**config.mk**
```make
export PLATFORM = sky130hd
export DESIGN_NAME = multicycle_control
export DESIGN_NICKNAME = d
export VERILOG_FILES = /design/src/rtl/multicycle_control.sv
export SDC_FILE = /design/constraint.sdc
export NUM_CORES = 1
export LEC_CHECK = 0
export CORE_UTILIZATION = 44
export CTS_CLUSTER_DIAMETER = 200
export DETAILED_ROUTE_END_ITERATION = 8
export PLACE_DENSITY = 0.76
export SLEW_MARGIN = 20
export SYNTH_ARGS = -nofsm -noshare
export SYNTH_HDL_FRONTEND = slang
export SYNTH_SLANG_ARGS = --single-unit
```
**constraint.sdc**
```tcl
create_clock -name clk -period 1.85 [get_ports clk]
set_input_delay 0.37 -clock clk [delete_from_list [all_inputs] [get_ports clk]]
set_output_delay 0.37 -clock clk [all_outputs]
set_load 0.02 [all_outputs]
```
**src/rtl/multicycle_control.sv**
```systemverilog
// Multicycle CPU control unit: sequences fetch/decode/execute states, drives the
// datapath strobes, times out stalled memory accesses and counts retired instructions.
module multicycle_control #(
  parameter int WAIT_LIMIT = 15
) (
  input  logic        clk,
  input  logic        rst_n,
  input  logic [7:0]  opcode,
  input  logic        mem_ready,
  output logic        pc_write,
  output logic        pc_write_cond_eq,
  output logic        pc_write_cond_ne,
  output logic        i_or_d,
  output logic        mem_read,
  output logic        mem_write,
  output logic        ir_write,
  output logic        reg_dest,
  output logic        reg_write,
  output logic        mem_to_reg,
  output logic        alu_src_a,
  output logic [1:0]  alu_src_b,
  output logic [1:0]  alu_op,
  output logic [1:0]  pc_source,
  output logic [3:0]  state,
  output logic        illegal_op,
  output logic        bus_error,
  output logic        instr_done,
  output logic [15:0] instr_count
);

  localparam logic [3:0] S_FETCH     = 4'd0;
  localparam logic [3:0] S_DECODE    = 4'd1;
  localparam logic [3:0] S_MEM_ADDR  = 4'd2;
  localparam logic [3:0] S_MEM_RD    = 4'd3;
  localparam logic [3:0] S_MEM_WB    = 4'd4;
  localparam logic [3:0] S_MEM_WR    = 4'd5;
  localparam logic [3:0] S_R_EXEC    = 4'd6;
  localparam logic [3:0] S_R_WB      = 4'd7;
  localparam logic [3:0] S_BRANCH    = 4'd8;
  localparam logic [3:0] S_JUMP      = 4'd9;
  localparam logic [3:0] S_ADDI_EXEC = 4'd10;
  localparam logic [3:0] S_ADDI_WB   = 4'd11;

  localparam logic [5:0] OP_R    = 6'b101101;
  localparam logic [5:0] OP_LW   = 6'b101110;
  localparam logic [5:0] OP_SW   = 6'b101111;
  localparam logic [5:0] OP_J    = 6'b110000;
  localparam logic [5:0] OP_BEQ  = 6'b110001;
  localparam logic [5:0] OP_BNE  = 6'b110010;
  localparam logic [5:0] OP_ADDI = 6'b110011;

  localparam logic [7:0] WAIT_LIMIT_W = 8'(WAIT_LIMIT);

  logic [3:0]  state_q, state_d;
  logic [7:0]  wait_q, wait_d;
  logic [15:0] instr_count_q, instr_count_d;

  logic [5:0] op;
  logic       is_r, is_lw, is_sw, is_j, is_beq, is_bne, is_addi;
  logic       mem_state, stalled, timeout, retire;
  logic       unused_opcode_bits;

  assign op                 = opcode[5:0];
  assign unused_opcode_bits = ^opcode[7:6];

  assign is_r    = (op == OP_R);
  assign is_lw   = (op == OP_LW);
  assign is_sw   = (op == OP_SW);
  assign is_j    = (op == OP_J);
  assign is_beq  = (op == OP_BEQ);
  assign is_bne  = (op == OP_BNE);
  assign is_addi = (op == OP_ADDI);

  // Only the three states that wait on memory can stall or time out.
  assign mem_state = (state_q == S_FETCH) || (state_q == S_MEM_RD) || (state_q == S_MEM_WR);
  assign stalled   = mem_state && !mem_ready;
  assign timeout   = stalled && (wait_q == WAIT_LIMIT_W);

  assign retire = (state_q == S_MEM_WB) || (state_q == S_R_WB) || (state_q == S_BRANCH) ||
                  (state_q == S_JUMP) || (state_q == S_ADDI_WB) ||
                  ((state_q == S_MEM_WR) && mem_ready);

  always_ff @(posedge clk or negedge rst_n) begin
    if (!rst_n) begin
      state_q       <= S_FETCH;
      wait_q        <= '0;
      instr_count_q <= '0;
    end else begin
      state_q       <= state_d;
      wait_q        <= wait_d;
      instr_count_q <= instr_count_d;
    end
  end

  always_comb begin
    state_d = state_q;
    case (state_q)
      S_FETCH: begin
        if (mem_ready) state_d = S_DECODE;
      end
      S_DECODE: begin
        if (is_lw || is_sw)        state_d = S_MEM_ADDR;
        else if (is_r)             state_d = S_R_EXEC;
        else if (is_beq || is_bne) state_d = S_BRANCH;
        else if (is_j)             state_d = S_JUMP;
        else if (is_addi)          state_d = S_ADDI_EXEC;
        else                       state_d = S_FETCH;
      end
      S_MEM_ADDR: begin
        if (is_lw)      state_d = S_MEM_RD;
        else if (is_sw) state_d = S_MEM_WR;
        else            state_d = S_FETCH;
      end
      S_MEM_RD: begin
        if (mem_ready)    state_d = S_MEM_WB;
        else if (timeout) state_d = S_FETCH;
      end
      S_MEM_WR: begin
        if (mem_ready || timeout) state_d = S_FETCH;
      end
      S_R_EXEC:    state_d = S_R_WB;
      S_ADDI_EXEC: state_d = S_ADDI_WB;
      default:     state_d = S_FETCH;
    endcase

    // A timeout in FETCH keeps the state but must still restart the wait window.
    if (timeout || (state_d != state_q)) wait_d = '0;
    else if (stalled)                    wait_d = wait_q + 8'd1;
    else                                 wait_d = wait_q;

    instr_count_d = retire ? instr_count_q + 16'd1 : instr_count_q;
  end

  always_comb begin
    pc_write         = 1'b0;
    pc_write_cond_eq = 1'b0;
    pc_write_cond_ne = 1'b0;
    i_or_d           = 1'b0;
    mem_read         = 1'b0;
    mem_write        = 1'b0;
    ir_write         = 1'b0;
    reg_dest         = 1'b0;
    reg_write        = 1'b0;
    mem_to_reg       = 1'b0;
    alu_src_a        = 1'b0;
    alu_src_b        = 2'b00;
    alu_op           = 2'b00;
    pc_source        = 2'b00;
    illegal_op       = 1'b0;
    bus_error        = 1'b0;
    instr_done       = 1'b0;
    case (state_q)
      S_FETCH: begin
        mem_read  = 1'b1;
        alu_src_b = 2'b01;
        ir_write  = mem_ready;
        pc_write  = mem_ready;
        bus_error = timeout;
      end
      S_DECODE: begin
        alu_src_b  = 2'b11;
        illegal_op = !(is_r || is_lw || is_sw || is_j || is_beq || is_bne || is_addi);
      end
      S_MEM_ADDR: begin
        alu_src_a = 1'b1;
        alu_src_b = 2'b10;
      end
      S_MEM_RD: begin
        i_or_d    = 1'b1;
        mem_read  = 1'b1;
        bus_error = timeout;
      end
      S_MEM_WB: begin
        reg_write  = 1'b1;
        mem_to_reg = 1'b1;
        instr_done = 1'b1;
      end
      S_MEM_WR: begin
        i_or_d     = 1'b1;
        mem_write  = 1'b1;
        bus_error  = timeout;
        instr_done = mem_ready;
      end
      S_R_EXEC: begin
        alu_src_a = 1'b1;
        alu_op    = 2'b10;
      end
      S_R_WB: begin
        reg_dest   = 1'b1;
        reg_write  = 1'b1;
        instr_done = 1'b1;
      end
      S_BRANCH: begin
        alu_src_a        = 1'b1;
        alu_op           = 2'b01;
        pc_source        = 2'b01;
        pc_write_cond_eq = is_beq;
        pc_write_cond_ne = is_bne;
        instr_done       = 1'b1;
      end
      S_JUMP: begin
        pc_source  = 2'b10;
        pc_write   = 1'b1;
        instr_done = 1'b1;
      end
      S_ADDI_EXEC: begin
        alu_src_a = 1'b1;
        alu_src_b = 2'b10;
      end
      S_ADDI_WB: begin
        reg_write  = 1'b1;
        instr_done = 1'b1;
      end
      default: ;
    endcase
    // Reset parks the FSM in FETCH; keep its strobes and event pulses quiet meanwhile.
    if (!rst_n) begin
      pc_write   = 1'b0;
      ir_write   = 1'b0;
      illegal_op = 1'b0;
      bus_error  = 1'b0;
      instr_done = 1'b0;
    end
  end

  assign state       = state_q;
  assign instr_count = instr_count_q;

endmodule

```
# --- Word-level counts from Yosys, hierarchy flattened ---
# Cells that the tools add are included.
op_classes:
  add_sub_neg: 2
  n_eq_ne: 20
  muxes: 36
  reduce_logical: 31
op_table:
  columns: ["operator", "count"]
  rows:
  - ["$eq A6 B6 Y1 const B", 7]
  - ["$mux W4", 9]
  - ["$pmux W4 S7", 1]
  - ["$logic_or A1 B1 Y1", 17]
  - ["$mux W1", 17]
  - ["$add A16 B1 Y16 const B", 1]
  - ["$eq A4 B3 Y1 const B", 4]
  - ["$eq A4 B4 Y1 const B", 4]
  - ["$mux W8", 2]
  - ["$add A8 B1 Y8 const B", 1]
  - ["$eq A4 B2 Y1 const B", 2]
  - ["$eq A8 B4 Y1 const B", 1]
  - ["$pmux W2 S2", 2]
  - ["$mux W3", 2]
  - ["$pmux W2 S3", 1]
  - ["$reduce_or A2 Y1", 3]
  - ["$reduce_or A3 Y1", 2]
  - ["$reduce_or A5 Y1", 1]
  - ["$eq A4 B1 Y1 const B", 1]
  - ["$logic_not A4 Y1", 1]
  - ["$ne A4 B4 Y1", 1]
  - ["$pmux W1 S2", 2]
  - ["$reduce_or A4 Y1", 1]
  - ["$logic_and A1 B1 Y1", 3]
  - ["other kinds (2)", 3]
totals:
  reg_bits: 28
  inputBits: 11
  output_inout_bits: 40

# --- Longest topological paths before layout ---
# Gate-level depths: netlist of the first run.
logic_depth:
  word_depth: 11
  depth_mapped: 7
  mapped_depth_nobuf: 5

# --- Worst setup path after synthesis of the first run ---
# No wires, ideal clock.
synth_path:
  path_kind: "register to output"
  start: "register state_q[1] (netlist: state[1])"
  end: "output port pc_write_cond_eq"
  arrival_ns: 1.965
  setup_slack_ns: -0.485
  path_stages_with_launch: 7
  n_path_buf: 2
  path_cell_list: "dfrtp_1 > buf_6 > clkbuf_8 > or2_1 > nor2_1 > nand2_1 > nor3_1"
synth_between:
  elab_chain_cells: 2
synth_lines:
  columns: ["item", "line_no", "source"]
  rows:
  - ["from (decl)", "54", "logic [3:0] state_q, state_d;"]
  - ["from (signal assigned)", "89", "state_q <= state_d;"]
  - ["$eq A4 B4 Y1", "152", "case (state_q)"]
  - ["$mux W1", "152", null]
  - ["to (decl)", "11", "output logic pc_write_cond_eq,"]
# Every way passes these cells.

# --- Final worst setup path of the first run ---
layout_path:
  start: "register state_q[3] (netlist: state[3])"
  end: "register wait_q[4]"
layout_between:
  elab_chain_cells: 11
layout_lines:
  columns: ["item", "line_no", "source"]
  rows:
  - ["$eq A4 B2 Y1 or $logic_not A4 Y1 (tied branches)", "75, 97", null]
  - ["$logic_or A1 B1 Y1 (2 in a row)", "75", "assign mem_state = (state_q == S_FETCH) || (state_q == S_MEM_RD) || (state_q == S_MEM_WR);"]
  - ["$logic_and A1 B1 Y1", "76", "assign stalled = mem_state && !mem_ready;"]
  - ["$logic_and A1 B1 Y1", "77", "assign timeout = stalled && (wait_q == WAIT_LIMIT_W);"]
  - ["$mux W4 or $logic_or A1 B1 Y1 (tied branches)", "116, 119", null]
  - ["$mux W4, on equally long branches", "115, 119", null]
  - ["$pmux W4 S7", "97", "case (state_q)"]
  - ["$ne A4 B4 Y1", "127", "if (timeout || (state_d != state_q)) wait_d = '0;"]
  - ["$logic_or A1 B1 Y1", "127", null]
  - ["$mux W8 or $reduce_bool A2 Y1 (tied branches)", null, null]
  - ["to (signal assigned)", "90", "wait_q <= wait_d;"]
  - ["to (decl)", "55", "logic [7:0] wait_q, wait_d;"]
# Several ways; a longest one is shown, not always the timed one.
# A chain may end at the register's enable or synchronous reset.

==> metrics.md, run 1 <==
| Metric | Value |
|---|---|
| Status | complete, but fails checks |
| Failing checks | negative setup slack |
| Endpoint type of the worst setup path | register |
| Core area | 4350 um^2 |
| Total track usage | 28.5% |
| Die span in y | 69.1 um |
| Routability cong. | 0.836 |
| Setup Skew | 9.52 ps |
| WP data arrival | 2360 ps |
| Met2 usage | 51.7% |
| ANT nets after route | 0 |
| Share of cells above drive strength 1 | 57.9% |
| M1 GR Usage | 34.3% |
| First-pass GRT wire length | 11100 um |
| Initial antenna violation count | 0 |
| CTS root buffer | clkbuf_8 |
| Starting density of the core | 45.5% |
| P per Cell Area | 515 nW/um^2 |
| WS Path Type | reg2reg |
| Final worst setup slack | -294 ps |
| Port bufs | 48 |
| Leakage Power | 0.00164 uW |
| Post-synth ARST share | 100% |
| Yosys warns | 0 |
| DRC Markers | 0 |
| Max-slew violations | 0 |
| Final setup violation count | 37 |
| Reg clk slew, reported paths | 110 ps |
| Area delta synth->final | 89.8% |
| Final nets | 363 |
| CTS buffer count | 3 |
| Worst vdd ir | 0.520 mV |
| Slowest cell on the critical path | or4b_4 |
| Measured slew at the worst slew-check pin | 467 ps |
| Synth Net Count | 231 |
| HPWL after DPL | 4390 um |
| Internal cell power | 1300 uW |
| CTS Buffer Depth | 2 |
| Multi-input logic area | 1600 um^2 |
| Reg-to-reg setup timing slack | -290 ps |
| Die W | 69.1 um |
| Drt pass-1 iters | 6 |
| Grt ovf | 0 |
| Global-route met3 utilization | 3.95% |
| Buf/Inv on CP | 2 |
| GRT busiest layer | met2 |
| Avg Vias per Cell | 6.15 |
| Clock Power Share | 26.0% |
| Sequential share of power | 37.7% |
| Syn avg cell area | 9.09 um^2 |
| Per-cell routed wire length | 21.9 um |
| Clock latency on the worst-skew pair | 290 ps |
| Post-synth EDFFs | 0 |
| Number of global-route vias before repair | 2324 |
| Final hold violation count | 0 |
| Htree depth | 1 |
| Highest Clock Rate | 0.466 GHz |
| I/O pin count | 51 |
| Initial DRC Count | 108 |
| WP data required | 2070 ps |
| FP Rows | 24 |
| RSZ-0062 raised after global routing | true |
| Switching Share | 32.7% |
| Top FF cell, synth | dfrtp_1 |
| Fin crit share | 116% |
| Vias | 2466 |
| Critical path's largest stage delay | 600 ps |
| Final Critical Period | 2140 ps |
| Clock sink total | 28 |
| CP Cell Sequence | buf_8 > buf_6 > nand2_2 > o211ai_1 > or4b_4 > a222oi_1 > and3_1 |
| Part of the power in combinational logic | 36.3% |
| Fill count | 191 |
| Total power | 1940 uW |
| Crit-path leading delay family | simple AND/OR/NAND/NOR gates |
| Synthesized cell area | 1980 um^2 |
| Placement Setup Slack | -823 ps |
| Sequential Area | 704 um^2 |
| ANT cells | 0 |
| Worst rel slew slack | 68.6% |
| Crit start category | register |
| Net Sw Power | 632 uW |
| Pin count of the biggest net entering global routing | 17 |
| Drt total wl | 8780 um |
| CTS tree | done |
| Synth unique cells | 51 |
| FF-to-FF Start | state[3] |
| Seq cells post-synth | 28 |
| Max-Cap Viols | 0 |
| CP max FO | 7 |
| Mapped Cells | 218 |
| Min-delay worst type | in2async |
| Register area share after synthesis | 35.4% |
| Die area | 4770 um^2 |
| Worst Setup SP | state[3] |
==> path summary, 6_finish.rpt <==
| kind | end | depth (start not counted) |
|---|---|---|
| setup / recovery | wait_q[4] | 7 |
| max in group asynchronous | instr_count[4] | 3 |
| hold reg to reg | instr_count[15] | 1 |
| hold / removal | instr_count[1] | 2 |
| min in group clk | instr_count[15] | 1 |
| setup reg to reg | wait_q[4] | 7 |
==> worst register-to-register path, cell delays in order (launching register included) <==
cell	delay (ps)
dfrtp_2	460
buf_8	150
buf_6	120
nand2_2	70
o211ai_1	140
or4b_4	600
a222oi_1	320
and3_1	220
==> flip-flops by register name, summed over array words and instances, names as in the netlist <==
name	count
instr_count	16
wait_q	8
state	4
==> Yosys cell counts, drive strengths merged (4+ instances only) <==
master	number	area share (%)
nor3	8	2.3
clkbuf	7	4.4
o21ai	8	2.0
nand3	12	3.0
dfrtp	28	35
xnor2	16	7.1
buf	6	2.7
a222oi	4	2.0
nand4	4	1.3
a21oi	6	1.5
nand2	16	3.0
or3	6	2.1
nor4	7	2.2
inv	4	0.76
o22ai	8	2.5
nor2	20	3.8
nand2b	4	1.3
and2	4	1.3
and3	8	2.5
==> cells by family after synthesis <==
| kind of cell | Yosys count | synth area share, % |
|---|---|---|
| flip-flops | 28 | 35.4 |
| AO/OA/AOI/OAI | 40 | 14.3 |
| buffers and inverters | 17 | 7.90 |
| XOR/XNOR | 18 | 7.96 |
| AND/OR/NAND/NOR | 111 | 32.0 |
| adder cells (fa/ha/maj) | 2 | 1.26 |
| multiplexers | 2 | 1.14 |
==> what timing repair did <==
item | 4_1_cts | 5_1_grt
buffers inserted | 12 | 16
pin swaps | 8 | 32
endpoints found under the hold margin | 0 | 0
endpoints found under the setup margin | 38 | 42
hold buffers | 0 | 0
cloned | 0 | 1
resized for setup | 149 | 82
==> cells in the final DEF (no fill, tap or decap), drive strengths merged, types with 4 or more instances in the layout <==
cell type | netlist | layout
a21oi | 6 | 6
a222oi | 4 | 4
and2 | 4 | 4
and3 | 8 | 8
buf | 6 | 112
clkdlybuf4s50 | 0 | 23
dfrtp | 28 | 28
dlygate4sd2 | 0 | 4
inv | 4 | 4
nand2 | 16 | 16
nand2b | 4 | 4
nand3 | 12 | 12
nand4 | 4 | 4
nor2 | 20 | 20
nor3 | 8 | 8
nor4 | 7 | 7
o21ai | 8 | 8
o22ai | 8 | 8
or3 | 6 | 6
xnor2 | 16 | 16
==> per-layer routing <==
metal,wire [um],share of wire [%]
met3,468,5.3
met2,4480,51
met4,418,4.8
met5,0,0
met1,3410,39
==> cell type report <==
cell class | count | share of cell area [%]
multi-input combinational | 173 | 42.7
timing repair buffer | 140 | 34.6
sequential | 28 | 18.7
tap | 52 | 1.73
clock buffer | 3 | 1.10
clock inverter | 1 | 0.799
inverter | 4 | 0.399
==> power groups by stage <==
| stage | clock network [uW] | logic [uW] | registers [uW] |
|---|---|---|---|
| 2_1_floorplan | 0 | 227 | 784 |
| 3_3_place_gp | 0 | 528 | 732 |
| 3_5_place_dp | 0 | 538 | 740 |
| 4_1_cts | 499 | 585 | 728 |
| 5_1_grt | 523 | 736 | 736 |
| 6_report | 503 | 702 | 730 |
==> through the flow <==
stage	cell area (um^2)	utilization, %	cells	setup TNS, ps	hold slack (ps)
final	3760	86.4	401	-4760	468
after global routing	3760	86.4	401	-6710	473
after CTS	3290	75.5	387	-2950	473
after detailed placement	3000	69.0	371	-15330	464
after global placement	3000	69.0	371	-14550	460
after floorplan	2090	-	218	-1230	74.4
No activity file was read; power rests on OpenSTA's default activity.
==> run 2: changes to the inputs <==
SKIP_LAST_GASP = 1   (was default)
==> run 2 against run 1 <==
Compared with the run above:
- the run still ends with negative setup slack left
- non-clock buffer count is 2 higher
- count of clock-buffer cells in the layout stayed put
- design area is 2.3% lower
- worst setup slack worse by 34 ps
- sequential power hardly changed
- final cell count is 0.50% higher
- critical path depth stayed put
- routed wire length is 2.3% lower
- clock skew is 1.0 ps higher
- fmax is 1.6% lower
- sequential share of layout area is 0.43 points higher
- global-route usage is 0.60 points lower
- critical path type unchanged
- largest cell class unchanged
==> metrics.md, run 2 (synthesis gave the netlist of run 1 again) <==
| Metric | Value |
|---|---|
| Clock sink total | 28 (unchanged) |
| Initial antenna violation count | 0 (unchanged) |
| WP data arrival | 2400 ps (was 2360 ps) |
| Starting density of the core | 45.5% (unchanged) |
| Post-Layout Cell Count | 403 (was 401) |
| Fill count | 217 (was 191) |
| Reg clk slew, reported paths | 110 ps (about the same) |
| Final Hold Slack | 455 ps (was 468 ps) |
| Final nets | 365 (was 363) |
| Pin count of the biggest net entering global routing | 17 (unchanged) |
| I/O pin count | 51 (unchanged) |
| Failing checks | negative setup slack (unchanged) |
| Per-cell routed wire length | 21.3 um (was 21.9 um) |
| Placed Area | 3000 um^2 (unchanged) |
| Area delta synth->final | 85.5% (was 89.8%) |
| Status | complete, but fails checks (unchanged) |
| Reg-to-reg setup timing slack | -330 ps (was -290 ps) |
| ANT cells | 0 (unchanged) |
| HPWL after DPL | 4390 um (unchanged) |
| CTS Buffer Depth | 2 (unchanged) |
| Final worst setup slack | -328 ps (was -294 ps) |
| Share of cells above drive strength 1 | 53.6% (was 57.9%) |
| WS Path Type | reg2reg (unchanged) |
| Die W | 69.1 um (unchanged) |
| Clock latency on the worst-skew pair | 290 ps (about the same) |
| Initial DRC Count | 228 (was 108) |
| Vias | 2471 (was 2466) |
| Core area | 4350 um^2 (unchanged) |
| DRC Markers | 0 (unchanged) |
| P per Cell Area | 526 nW/um^2 (was 515 nW/um^2) |
| Port bufs | 48 (unchanged) |
| Leakage Power | 0.00163 uW (was 0.00164 uW) |
| CP max FO | 7 (unchanged) |
| Placed insts | 371 (unchanged) |
| CTS buffer count | 3 (unchanged) |
| ANT nets after route | 0 (unchanged) |
| First-pass GRT wire length | 10800 um (was 11100 um) |
| Grt ovf | 0 (unchanged) |
| Drt total wl | 8580 um (was 8780 um) |
| Commonest non-fill, non-tap cell in the layout | buf_4 (unchanged) |
| CTS tree | done (unchanged) |
| Final hold violation count | 0 (unchanged) |
| Die area | 4770 um^2 (unchanged) |
| Fin crit share | 118% (was 116%) |
| Placement Setup Slack | -823 ps (unchanged) |
| Cells on worst reg2reg path | 7 (unchanged) |
| Avg Vias per Cell | 6.13 (was 6.15) |
| Max reg flops | 16 (unchanged) |
| Core Util, Final | 84.4% (was 86.4%) |
| Max-Cap Viols | 0 (unchanged) |
| Setup Skew | 10.6 ps (was 9.52 ps) |
| Reg2Reg Capture Point | wait_q[4] (unchanged) |
| Min-delay worst type | in2async (unchanged) |
| Worst rel slew slack | 66.7% (was 68.6%) |
| Final Critical Period | 2180 ps (was 2140 ps) |
| Die span in y | 69.1 um (unchanged) |
| Final Cell Area | 3670 um^2 (was 3760 um^2) |
| Final setup violation count | 35 (was 37) |
| Endpoint type of the worst setup path | register (unchanged) |
| Highest Clock Rate | 0.459 GHz (was 0.466 GHz) |
| RSZ-0062 raised after global routing | true (unchanged) |
| FF-to-FF Start | state[3] (unchanged) |
| Htree depth | 1 (unchanged) |
| Routability cong. | 0.836 (unchanged) |
| WP data required | 2070 ps (about the same) |
| Drt pass-1 iters | 5 (was 6) |
| Measured slew at the worst slew-check pin | 496 ps (was 467 ps) |
| FP Rows | 24 (unchanged) |
| Worst vdd ir | 0.505 mV (was 0.520 mV) |
| Number of global-route vias before repair | 2283 (was 2324) |
| Total track usage | 27.9% (was 28.5%) |
| Most frequent cells in the layout | buf_4, buf_6, dfrtp_1 (unchanged) |
| Crit start category | register (unchanged) |
| CTS root buffer | clkbuf_8 (unchanged) |
| Max-slew violations | 0 (unchanged) |
-- run 2: cell count changes in the layout (fill, tap and decap cells not counted), moves of 2 or more --
cell,change
a21oi_1,+2
a21oi_2,-2
dlymetal6s2s_1,+2
nand3_1,+2
xnor2_1,+2
nand2_4,-2
buf_6,-5
o22ai_2,-2
nand2_1,+4
nand2_2,-2
buf_4,+7
xnor2_2,-3
clkdlybuf4s50_1,-2
-- run 2: layer usage --
| metal | vias to the layer above | GRT usage [%] | wire, um |
|---|---|---|---|
| li1 | 1075 | - | - |
| met3 | 40 | 4.24 | 462 |
| met2 | 141 | 49.2 | 4470 |
| met5 | - | 0 | 0 |
| met1 | 1215 | 34.4 | 3260 |
| met4 | 0 | 9.98 | 384 |
-- run 2: worst max path at each step --
stage	to	slack (ps)	depth (start not counted)	startpoint
after global routing	instr_done	-360	6	state[0]
after global placement	bus_error	-830	6	mem_ready
final	wait_q[4]	-330	7	state[3]
after CTS	bus_error	-240	5	state[3]
after detailed placement	bus_error	-820	6	mem_ready
after floorplan	wait_q[2]	-150	7	state[1]
-- run 2: stage by stage --
step / power, uW / setup TNS (ps)
floorplan: 1010 / -1230
global placement: 1260 / -14550
detailed placement: 1280 / -15330
CTS: 1810 / -3510
global route: 2000 / -8080
finish: 1930 / -5780
-- run 2: what timing repair did --
item	CTS	global route
setup buffers	12	17
hold buffers	0	0
endpoints found under the setup margin	38	43
cloned	0	1
gates resized for setup	133	69
pin swaps	7	25
-- run 2: final cells by class --
type | count | area (um^2) | share of cell area (%)
inverter | 4 | 15.0 | 0.409
tap | 52 | 65.1 | 1.77
sequential | 28 | 704 | 19.2
multi-input combinational | 173 | 1520 | 41.4
clock buffer | 3 | 41.3 | 1.12
clock inverter | 1 | 30.0 | 0.817
timing repair buffer | 142 | 1300 | 35.3
-- run 2: critical path: stages (launching register included) --
cell and delay (ps):
dfrtp_2 440, buf_8 140, or2_4 140, buf_6 100, o211ai_1 120, or4b_4 600, a222oi_1 340, and3_1 230
-- run 2: power breakdown --
part	internal (uW)	leakage (uW)	switching, uW	total (uW)
sequential	661	0.000373	71.3	732
clock	291	0.0000357	220	510
combinational	346	0.00122	347	692
==> patch, RTL diff (settings of run 2) <==
Put one more register stage on the output `instr_count`. The value now appears one clock later. The other outputs are not delayed to match.
--- a/src/rtl/multicycle_control.sv
+++ b/src/rtl/multicycle_control.sv
@@ -224,7 +224,9 @@
   end
 
   assign state       = state_q;
-  assign instr_count = instr_count_q;
+  always_ff @(posedge clk) begin
+    instr_count <= instr_count_q;
+  end
 
 endmodule
 
Function: changed (Yosys sat finds a counterexample within 4 cycles, from zero or initial values and one cycle with rst_n low).
==> patch against run 2 <==
Power rose by 27%; count of clock-buffer cells in the layout rose by 4; routed wire length rose by 7.8%; hold slack got worse by 0.030 ns; clock skew decreased by 0.0066 ns; die area grew 12%; synthesized cell count grew 7.3%; sequential cell count rose by 16; the flow still finishes with violations (setup timing); design area rose by 10%; cell count rose by 6.9%; synthesized area increased by 13%; global-route usage grew 2.1 points; worst setup slack got worse by 0.046 ns.
==> patch: results (changes against run 2) <==
| Metric | Value |
|---|---|
| Status | `finished with violations` |
| Failing checks | `setup timing` |
| Gpl congestion | `0.867 (+3.7%)` |
| Slew @ Worst Pin | `0.511 ns (+0.0153 ns)` |
| Nets@finish | `376 (+3.0%)` |
| Max stage delay cell, worst path | `dfrtp_2` |
| Clk_skew | `0.00397 ns (-0.00659 ns)` |
| Synth Area in Compound Gates | `0.125 (-0.0183)` |
| Met3 Resource Use GR | `0.0829 (+0.0405)` |
| Post-DP HPWL | `4580 um (+4.3%)` |
| Combinational power | `687 uW (-0.7%)` |
| CTS Buf Count | `5 (+2)` |
| Commonest cells in the netlist | `28 x dfrtp_1, 20 x nor2_1, 16 x dfxtp_1, 16 x xnor2_1, 15 x nand2_1` |
| Total wire length | `9240 um (+7.8%)` |
| R2R depth | `8 (+1)` |
| Global routing usage on met2 | `0.515 (+0.0235)` |
| Fin Setup TNS | `-5.35 ns (+0.426 ns)` |
| GRT Util Overall | `0.300 (+0.0210)` |
| Initial DRC count | `223 (-2.2%)` |
| H-tree depth | `2 (+1)` |
| Met2 WL | `4750 um (+6.1%)` |
| M1 WL | `3250 um (-0.21%)` |
| Largest net degree at the start of global routing | `15 (-2)` |
| Via-to-Cell Ratio | `6.17 (+0.66%)` |
| CTS clock-pin slew for the worst setup and hold paths | `0.08 ns (-0.03 ns)` |
| Pleak | `0.00179 uW (+10%)` |
| Crit-path max FO | `9 (+2)` |
| Switching share of power | `0.305 (-0.0252)` |
| Worst Hold Class | `reg2reg` |
| Async set or reset register ratio after synthesis | `0.636 (-0.364)` |
| # resized after CTS | `158 (+19%)` |
| Crit path DAT | `2.46 ns (+0.06 ns)` |
| Vias in the first global route | `2,442 (+7.0%)` |
| Worst Slack Setup Final | `-0.374 ns (-0.0464 ns)` |
| Post-Place Worst Slack | `-0.863 ns (-0.0407 ns)` |
| GR Layer Usage met1 | `0.351 (+0.00738)` |
| Post-synthesis mux area share | `0.0101 (-0.00128)` |
| DRT Pass-1 Iters | `7 (+2)` |
| # setup viols final | `30 (-14%)` |
| Post-Synth XOR/XNOR Area | `0.0707 (-0.00893)` |
==> patch: per-stage QoR <==
step | total power, uW | instance area [um2] | cells | hold slack [ns]
finish | 2460 | 4040 | 431 | 0.425
global route | 2540 | 4040 | 431 | 0.438
CTS | 2340 | 3730 | 419 | 0.411
detailed placement | 1600 | 3260 | 395 | 0.389
global placement | 1590 | 3260 | 395 | 0.385
floorplan | 1350 | 2340 | 234 | 0.0744
==> patch: layout make-up <==
cell class                 instances  area (um2)
tap                               67        83.8
fill                             227         744
timing repair buffer             135        1210
clock buffer                       7        97.6
clock inverter                     1        5.00
multi-input combinational        173        1610
inverter                           4        15.0
sequential                        44        1020
==> patch: worst max-delay path by stage <==
stage	to	depth (start not counted)
floorplan	bus_error	5
global placement	bus_error	6
CTS	bus_error	4
detailed placement	bus_error	6
global route	wait_q[2]$_DFFE_PN0P_	8
finish	wait_q[4]$_DFFE_PN0P_	8
